==> config.mk <==
export PLATFORM = sky130hd
export DESIGN_NAME = a1csa_spec_adder
export DESIGN_NICKNAME = d
export VERILOG_FILES = /design/src/rtl/a1csa_spec_adder_pkg.sv /design/src/rtl/a1csa_spec_adder_blk_spec.sv /design/src/rtl/a1csa_spec_adder.sv
export SDC_FILE = /design/constraint.sdc
export NUM_CORES = 1
export LEC_CHECK = 0
export BUFFER_PORTS_ARGS = -buffer_cell sky130_fd_sc_hd__buf_4
export CAP_MARGIN = 20
export CORE_AREA = 3 3 79 81
export CTS_CLUSTER_DIAMETER = 150
export DETAILED_ROUTE_END_ITERATION = 10
export DIE_AREA = 0 0 82 84
export PLACE_DENSITY = 0.72
export SLEW_MARGIN = 20
export SYNTH_ARGS = -nofsm -noshare
export SYNTH_HDL_FRONTEND = slang
export SYNTH_SLANG_ARGS = --single-unit
export TNS_END_PERCENT = 50
==> constraint.sdc <==
create_clock -name clk -period 6.5 [get_ports clk]
set_input_delay 0.65 -clock clk [delete_from_list [all_inputs] [get_ports clk]]
set_output_delay 0.65 -clock clk [all_outputs]
set_load 0.05 [all_outputs]
==> src/rtl/a1csa_spec_adder_pkg.sv <==
// Shared definitions for the a1csa speculative carry-select adder.
//   - a1csa_state_e : 2-bit FSM state encoding (IDLE, SPEC, RECOVER, DONE)
//   - A1CSA_N_DEF / A1CSA_K_DEF : default operand width and block width
//   - A1CSA_CNT_W : width of the optional recovery counter
package a1csa_spec_adder_pkg;

    localparam int unsigned A1CSA_N_DEF = 16;
    localparam int unsigned A1CSA_K_DEF = 4;
    localparam int unsigned A1CSA_CNT_W = 16;

    typedef enum logic [1:0] {
        ST_IDLE    = 2'd0,
        ST_SPEC    = 2'd1,
        ST_RECOVER = 2'd2,
        ST_DONE    = 2'd3
    } a1csa_state_e;

endpackage

==> src/rtl/a1csa_spec_adder_blk_spec.sv <==
// One K-bit carry-select block.
// Ports:
//   a_i, b_i  : K-bit operand slices
//   cin_i     : carry-in used for the block sum (speculative carry)
//   g_o       : block generate, carry-out of a_i+b_i with carry-in 0
//   p_o       : block propagate, all bit positions propagate
//   sum_o     : a_i + b_i + cin_i, K bits
module a1csa_blk_spec #(
    parameter int unsigned K = 4
) (
    input  logic [K-1:0] a_i,
    input  logic [K-1:0] b_i,
    input  logic         cin_i,
    output logic         g_o,
    output logic         p_o,
    output logic [K-1:0] sum_o
);

    logic [K:0] raw_sum;

    assign raw_sum = {1'b0, a_i} + {1'b0, b_i};
    assign g_o     = raw_sum[K];
    assign p_o     = &(a_i ^ b_i);
    assign sum_o   = a_i + b_i + K'(cin_i);

endmodule

==> src/rtl/a1csa_spec_adder.sv <==
// Variable-latency approximate carry-select adder.
// Each block speculates its carry-in from the previous block's generate only;
// blocks whose speculative carry-in was wrong are incremented in one extra
// RECOVER cycle. Result is always the exact a+b.
// Ports:
//   clk, reset           : clock, synchronous active-high reset
//   in_valid / in_ready  : operand handshake (ready only in IDLE)
//   a, b                 : N-bit operands
//   out_valid / out_ready: result handshake (valid only in DONE)
//   sum, cout            : exact sum mod 2^N and carry-out
//   spec_err             : 1 when the recovery cycle was used
//   err_count            : saturating recovery counter, only with A1CSA_ERR_COUNT_EN
// Optional feature macro: A1CSA_ERR_COUNT_EN
module a1csa_spec_adder
    import a1csa_spec_adder_pkg::*;
#(
    parameter int unsigned N = A1CSA_N_DEF,
    parameter int unsigned K = A1CSA_K_DEF
) (
    input  logic         clk,
    input  logic         reset,
    input  logic         in_valid,
    output logic         in_ready,
    input  logic [N-1:0] a,
    input  logic [N-1:0] b,
    output logic         out_valid,
    input  logic         out_ready,
    output logic [N-1:0] sum,
    output logic         cout,
    output logic         spec_err
`ifdef A1CSA_ERR_COUNT_EN
    ,
    output logic [A1CSA_CNT_W-1:0] err_count
`endif
);

    localparam int unsigned NB = N / K;

    if ((N % K) != 0) begin : g_bad_width
        $error("a1csa_spec_adder: N must be a multiple of K");
    end

    a1csa_state_e state_q, state_d;
    logic [N-1:0]  a_q, a_d, b_q, b_d;
    logic [N-1:0]  sum_q, sum_d;
    logic          cout_q, cout_d;
    logic          err_q, err_d;
    logic [NB-1:0] fix_q, fix_d;

    logic [NB-1:0] blk_g, blk_p, spec_cin, true_cin, fix;
    logic [N-1:0]  spec_sum, rec_sum;
    logic          exact_cout;

    for (genvar j = 0; j < NB; j++) begin : g_blk
        if (j == 0) begin : g_first
            assign spec_cin[j] = 1'b0;
        end else begin : g_rest
            assign spec_cin[j] = blk_g[j-1];
        end

        a1csa_blk_spec #(.K(K)) u_blk (
            .a_i   (a_q[j*K +: K]),
            .b_i   (b_q[j*K +: K]),
            .cin_i (spec_cin[j]),
            .g_o   (blk_g[j]),
            .p_o   (blk_p[j]),
            .sum_o (spec_sum[j*K +: K])
        );
    end

    // Exact carry chain at block granularity, used only to detect
    // mis-speculated blocks and the final carry-out.
    always_comb begin
        logic c;
        true_cin = '0;
        c        = 1'b0;
        for (int j = 0; j < int'(NB); j++) begin
            true_cin[j] = c;
            c = blk_g[j] | (blk_p[j] & c);
        end
        exact_cout = c;
    end

    // Speculative carry can only be too small, so a wrong block is fixed by +1.
    assign fix = true_cin & ~spec_cin;

    // Increment flagged blocks: a bit toggles when all lower bits of its block are 1.
    always_comb begin
        logic c;
        rec_sum = sum_q;
        for (int j = 0; j < int'(NB); j++) begin
            c = fix_q[j];
            for (int i = 0; i < int'(K); i++) begin
                rec_sum[j*K+i] = sum_q[j*K+i] ^ c;
                c = c & sum_q[j*K+i];
            end
        end
    end

    always_comb begin
        state_d = state_q;
        a_d     = a_q;
        b_d     = b_q;
        sum_d   = sum_q;
        cout_d  = cout_q;
        err_d   = err_q;
        fix_d   = fix_q;
        case (state_q)
            ST_IDLE: begin
                if (in_valid) begin
                    a_d     = a;
                    b_d     = b;
                    state_d = ST_SPEC;
                end
            end
            ST_SPEC: begin
                sum_d   = spec_sum;
                fix_d   = fix;
                cout_d  = exact_cout;
                err_d   = 1'b0;
                state_d = (|fix) ? ST_RECOVER : ST_DONE;
            end
            ST_RECOVER: begin
                sum_d   = rec_sum;
                err_d   = 1'b1;
                state_d = ST_DONE;
            end
            ST_DONE: begin
                if (out_ready) begin
                    state_d = ST_IDLE;
                end
            end
        endcase
    end

    always_ff @(posedge clk) begin
        if (reset) begin
            state_q <= ST_IDLE;
            a_q     <= '0;
            b_q     <= '0;
            sum_q   <= '0;
            cout_q  <= 1'b0;
            err_q   <= 1'b0;
            fix_q   <= '0;
        end else begin
            state_q <= state_d;
            a_q     <= a_d;
            b_q     <= b_d;
            sum_q   <= sum_d;
            cout_q  <= cout_d;
            err_q   <= err_d;
            fix_q   <= fix_d;
        end
    end

    assign in_ready  = (state_q == ST_IDLE);
    assign out_valid = (state_q == ST_DONE);
    assign sum       = sum_q;
    assign cout      = cout_q;
    assign spec_err  = err_q;

`ifdef A1CSA_ERR_COUNT_EN
    logic [A1CSA_CNT_W-1:0] cnt_q, cnt_d;

    // RECOVER always moves to DONE, so being in RECOVER marks that transition.
    always_comb begin
        cnt_d = cnt_q;
        if (state_q == ST_RECOVER && cnt_q != '1) begin
            cnt_d = cnt_q + 1'b1;
        end
    end

    always_ff @(posedge clk) begin
        if (reset) begin
            cnt_q <= '0;
        end else begin
            cnt_q <= cnt_d;
        end
    end

    assign err_count = cnt_q;
`endif

endmodule
; ---- Word level (Yosys, flattened, before mapping)
; Cells that the tools add are included.
; Widths: inputs -> output; s select.
[totals]
ff_bits = 56
input_bits = 36
out_inout_bits = 20
[classes]
add_sub_neg = 11
eq_ne = 5
mux = 6
bitwise = 39
reduce_logical = 8
[ops]
columns = cell, count
row1 = $pmux 16 s2, 1
row2 = $add 4x4->5, 4
row3 = $add 4x4->4, 4
row4 = $xor 1x1->1, 16
row5 = $and 1x1->1, 15
row6 = $add 4x1->4, 3
row7 = $reduce_and 4->1, 3
row8 = $xor 4x4->4, 3
row9 = $pmux 2 s4, 1
row10 = $and 4x4->4, 1
row11 = $eq 2x2->1 const B, 2
row12 = $mux 2, 2
row13 = $not 4->4, 1
row14 = $reduce_and 2->1, 2
row15 = $reduce_or 4->1, 1
row16 = $or 1x1->1, 3
row17 = $eq 2x1->1 const B, 1
row18 = $logic_not 2->1, 1
row19 = $ne 2x1->1 const B, 1
row20 = $ne 2x2->1 const B, 1
row21 = $pmux 1 s2, 1
row22 = $reduce_bool 2->1, 1
row23 = $mux 1, 1

; ---- Logic depth before layout (Yosys ltp)
[depth]
word_depth = 10
ltp_mapped = 11
ltp_nobuf = 11

; ---- By module
; From an unflattened synthesis, not the netlist that was laid out.
[hier_totals]
cells_unflattened = 345
area_unflattened_um2 = 2907.8
[by_module_without_submodules]
columns = mod, instances, cells_each, area_per_inst_um2, seq_area_each_um2
row1 = a1csa_spec_adder, 1, 263, 2227.1, 1081.0
row2 = a1csa_blk_spec (g_blk[2].u_blk ...), 2, 21, 171.4, 0.0
row3 = a1csa_blk_spec (g_blk[0].u_blk ...), 2, 20, 168.9, 0.0

; ---- Worst setup path before layout
; Ideal clock, no wire load.
[synth_path]
kind = register -> register
from = reg a_q[0]
to = reg sum_q[5] (netlist: sum[5])
t_arrival_ns = 2.240
path_slack_ns = 4.132
stages_incl_launch_ff = 11
synth_period_minus_slack_ns = 2.368
cell_sequence = dfxtp_1 > ha_1 > inv_1 > fa_1 > nand2b_1 > a21o_1 > fa_1 > inv_1 > fa_1 > a22oi_1 > nor2_1
[synth_between]
elab_chain_len = 3
[synth_lines]
columns = element, line_no
row1 = start: declaration, a1csa_spec_adder.sv:44  ; logic [N-1:0] a_q, a_d, b_q, b_d;
row2 = start signal: assignment, a1csa_spec_adder.sv:139  ; a_q <= '0;
row3 = start signal: assignment, a1csa_spec_adder.sv:147  ; a_q <= a_d;
row4 = $add 4x4->5, a1csa_spec_adder_blk_spec.sv:21  ; assign raw_sum = {1'b0, a_i} + {1'b0, b_i};
row5 = $add 4x1->4, a1csa_spec_adder_blk_spec.sv:24  ; assign sum_o = a_i + b_i + K'(cin_i);
row6 = $pmux 16 s2, a1csa_spec_adder.sv:108  ; case (state_q)
row7 = end signal: assignment, a1csa_spec_adder.sv:149  ; sum_q <= sum_d;
row8 = end: declaration, a1csa_spec_adder.sv:45  ; logic [N-1:0] sum_q, sum_d;
; No other way between the ends.
; A chain may end at the register's enable or synchronous reset.

; ---- Worst setup path after layout
; Same ends and word-level chain as after synthesis.

==> impl_metrics.toml <==
[status]
status = "completed"

[synth]
yosys_most_used_dff = "dfxtp_1"
synth_compound_gate_area_share_pct = 18.6
synth_area_sq_um = 2800
synth-adder-area-share_pct = 16.6
synth_top_family_by_area = "compound AO/OA/AOI/OAI gates"
synthSimpleGateAreaFrac_pct = 17.0
ys_ff_latch = 54
synthMuxAreaShare_pct = 3.26
synth_cell_types = 39
syn_nets = 402
netlist_instances = 333
yosys_warnings = 0
seq_area_frac_synth_pct = 38.6
synth-xor-area-share_pct = 1.25
syn_area_per_cell_sq_um = 8.40
synth-edff-count = 0
async_flop_share_pct = 0

[clock_network]
worstSkewPairLatency_ps = 300
htree_levels = 2
ctsLongestPathBuffers = 2
cts_resized = 0
clkTransAtPathRegs_ps = 90
cts_num_sinks = 54
holdBufCountCts = 0
cts_buffers = 5
root_buffer = "clkbuf_8"
cts_setup_buffers = 0
cts_tree = "done"

[route]
ant_nets = 0
drt_iter0_markers = 83
avgViaCountPerCell = 5.20
drcViolationCount = 0
via_count = 2351
post_drt_wl_per_cell_um = 13.3
wirelength_um = 6030
dr.pass1.iters = 4

[setup_path]
cp_cell_sequence = "ha_1 > inv_1 > fa_1 > nand2b_1 > a21o_1 > fa_1 > inv_1 > fa_1 > a22oi_1 > nor2_1"
reg2reg_to = "sum[5]"
slowest_delay_ps = 410
rrSetupSlack_ps = 3970
path_class = "register to register"
cp_max_fo = 3
crit_buf_inv = 2
reg2reg_from = "a_q[0]"
worstPathRequired_ps = 6670
worstPathArrival_ps = 2700
critPathMostFrequentCell = "fa_1"
path_delay_family = "adder cells"
worst-r2r-cell-count = 10
crit_path_top_delay_cell = "fa_1"
crit_path_start_kind = "register"
end_kind = "register"

[sta]
final_max_slew_viol_count = 0
finalHoldViolations = 0
max_freq_ghz = 0.396
timing.final.crit_share_pct = 38.9
skew_ps = 6.78
rsz0062_at_grt = "false"
setup_tns_ps = 0
min_period_ps = 2530
setup_viol = 0
slew_headroom_pct = 57.2
worst_slew_pin_slew_ps = 642

[final_layout]
final_util_pct = 59.9
fin_nets = 449
syn2layout_area_growth_pct = 18.6
drive_above_1_share_pct = 17.4
diodes = 0
mostFrequentLayoutCells = "nand2_1, buf_4, dfxtp_1"
layout_commonest_cell = "nand2_1"
final_area_sq_um = 3320

[floorplanning]
die_x_um = 82
start_util_pct = 50.5
io_pins = 56
chipHeight_um = 84
num_rows = 27
core_area_sq_um = 5540
dieArea_sq_um = 6890

[placement]
place_area_sq_um = 3240
gp_congestion = 0.814
dp_hpwl_um = 4500
portBuffers = 55

[power_and_ir_drop]
pwr-share-seq_pct = 37.2
pwr-share-comb_pct = 48.7
p_total_uw = 1230
p_leak_uw = 0.00150
clkPwrFrac_pct = 14.1
p_sw_uw = 541
ir_worst_vdd_mv = 0.198
p_per_area_nw_per_um2 = 371
p_int_uw = 690
swShare_pct = 43.9

[worst_hold_path]
holdPathEnd = "b_q[14]"
worstHoldStart = "b_q[14]"
holdCritPathClass = "register to register"
hold_path_depth = 2

[global_routing]
antenna_found_initial = 0
grt_usage_pct = 18.2
grt_max_degree = 57
grt_use_met2_pct = 27.5
grt_pass1_vias = 2187
gr-total-overflow = 0
grt_pass1_wl_um = 10000
met3_usage_pct = 4.00
busiest_layer = "met2"
met1_usage_pct = 26.0

[flow_run]
maxCapViolCount = 0
metrics by stage:
step | cells | hold slack [ps] | worst slack, ps
final | 452 | 464 | 3970
after global routing | 452 | 479 | 3810
after detailed placement | 445 | 453 | 3990
after floorplan | 333 | 436 | 4130
after CTS | 452 | 465 | 3980
after global placement | 445 | 449 | 4050
how the worst max path moves through the flow:
| stage | startpoint | to | slack [ps] | cells past startpoint |
|---|---|---|---|---|
| 3_3_place_gp | a_q[5] | sum[10] | 4050 | 9 |
| 6_report | a_q[0] | sum[5] | 3970 | 10 |
| 2_1_floorplan | a_q[0] | sum[5] | 4130 | 10 |
| 3_5_place_dp | a_q[0] | sum[5] | 3990 | 10 |
| 4_1_cts | a_q[0] | sum[5] | 3980 | 10 |
| 5_1_grt | a_q[9] | sum[14] | 3810 | 10 |
layer usage:
metal,up-vias,wire length [um]
li1,1231,-
met1,1063,2960
met2,50,2710
met3,7,288
met4,0,65
met5,-,0
state kept, by name, summed over array words and instances (netlist names):
register	flops
state_q	2
fix_q	2
spec_err	1
sum	16
a_q	16
b_q	16
cout	1
worst min-delay path: stages, from the launching register on:
cell and delay [ps]:
dfxtp_1 320, nand2_1 50, a21oi_1 50
cell type report:
cell class | instances | area [sq um]
well taps | 72 | 90.1
multi-input cells | 247 | 1590
flip-flops and latches | 54 | 1080
fillers | 517 | 2220
inverters | 16 | 60.1
repair buffers | 56 | 420
clock buffers | 7 | 76.3
kinds of logic after synthesis:
family | Yosys count
adders and majority gates | 33
and+or+nand+nor | 116
xor gates and xnor gates | 4
AOI/OAI and AO/OA | 85
DFF | 54
muxes | 9
buffers and inverters | 32
Yosys cell counts (2+ instances only):
master	number	share of area, %
nand2_1	74	9.9
dfxtp_1	54	39
a21oi_1	45	8.1
ha_1	26	12
nor2_1	25	3.4
inv_1	15	2.0
o21ai_0	10	1.8
clkbuf_1	8	1.1
mux2i_1	8	2.9
fa_1	7	5.0
a21o_1	6	1.6
buf_2	6	1.1
a211oi_1	5	1.3
a22oi_1	5	1.3
nand2b_1	3	0.67
nand3_1	3	0.54
o21a_1	3	0.80
or3_1	3	0.67
a311oi_1	2	0.63
and2_1	2	0.45
buf_1	2	0.27
o32ai_1	2	0.63
xnor2_1	2	0.63
xor2_1	2	0.63
power by group through the flow:
stage / Combinational [uW] / Sequential, uW / Clock [uW]
finish: 599 / 458 / 174
global route: 666 / 467 / 191
CTS: 604 / 458 / 181
detailed placement: 603 / 466 / 0
global placement: 593 / 462 / 0
floorplan: 373 / 540 / 0
No activity file was read; power rests on OpenSTA's default activity.
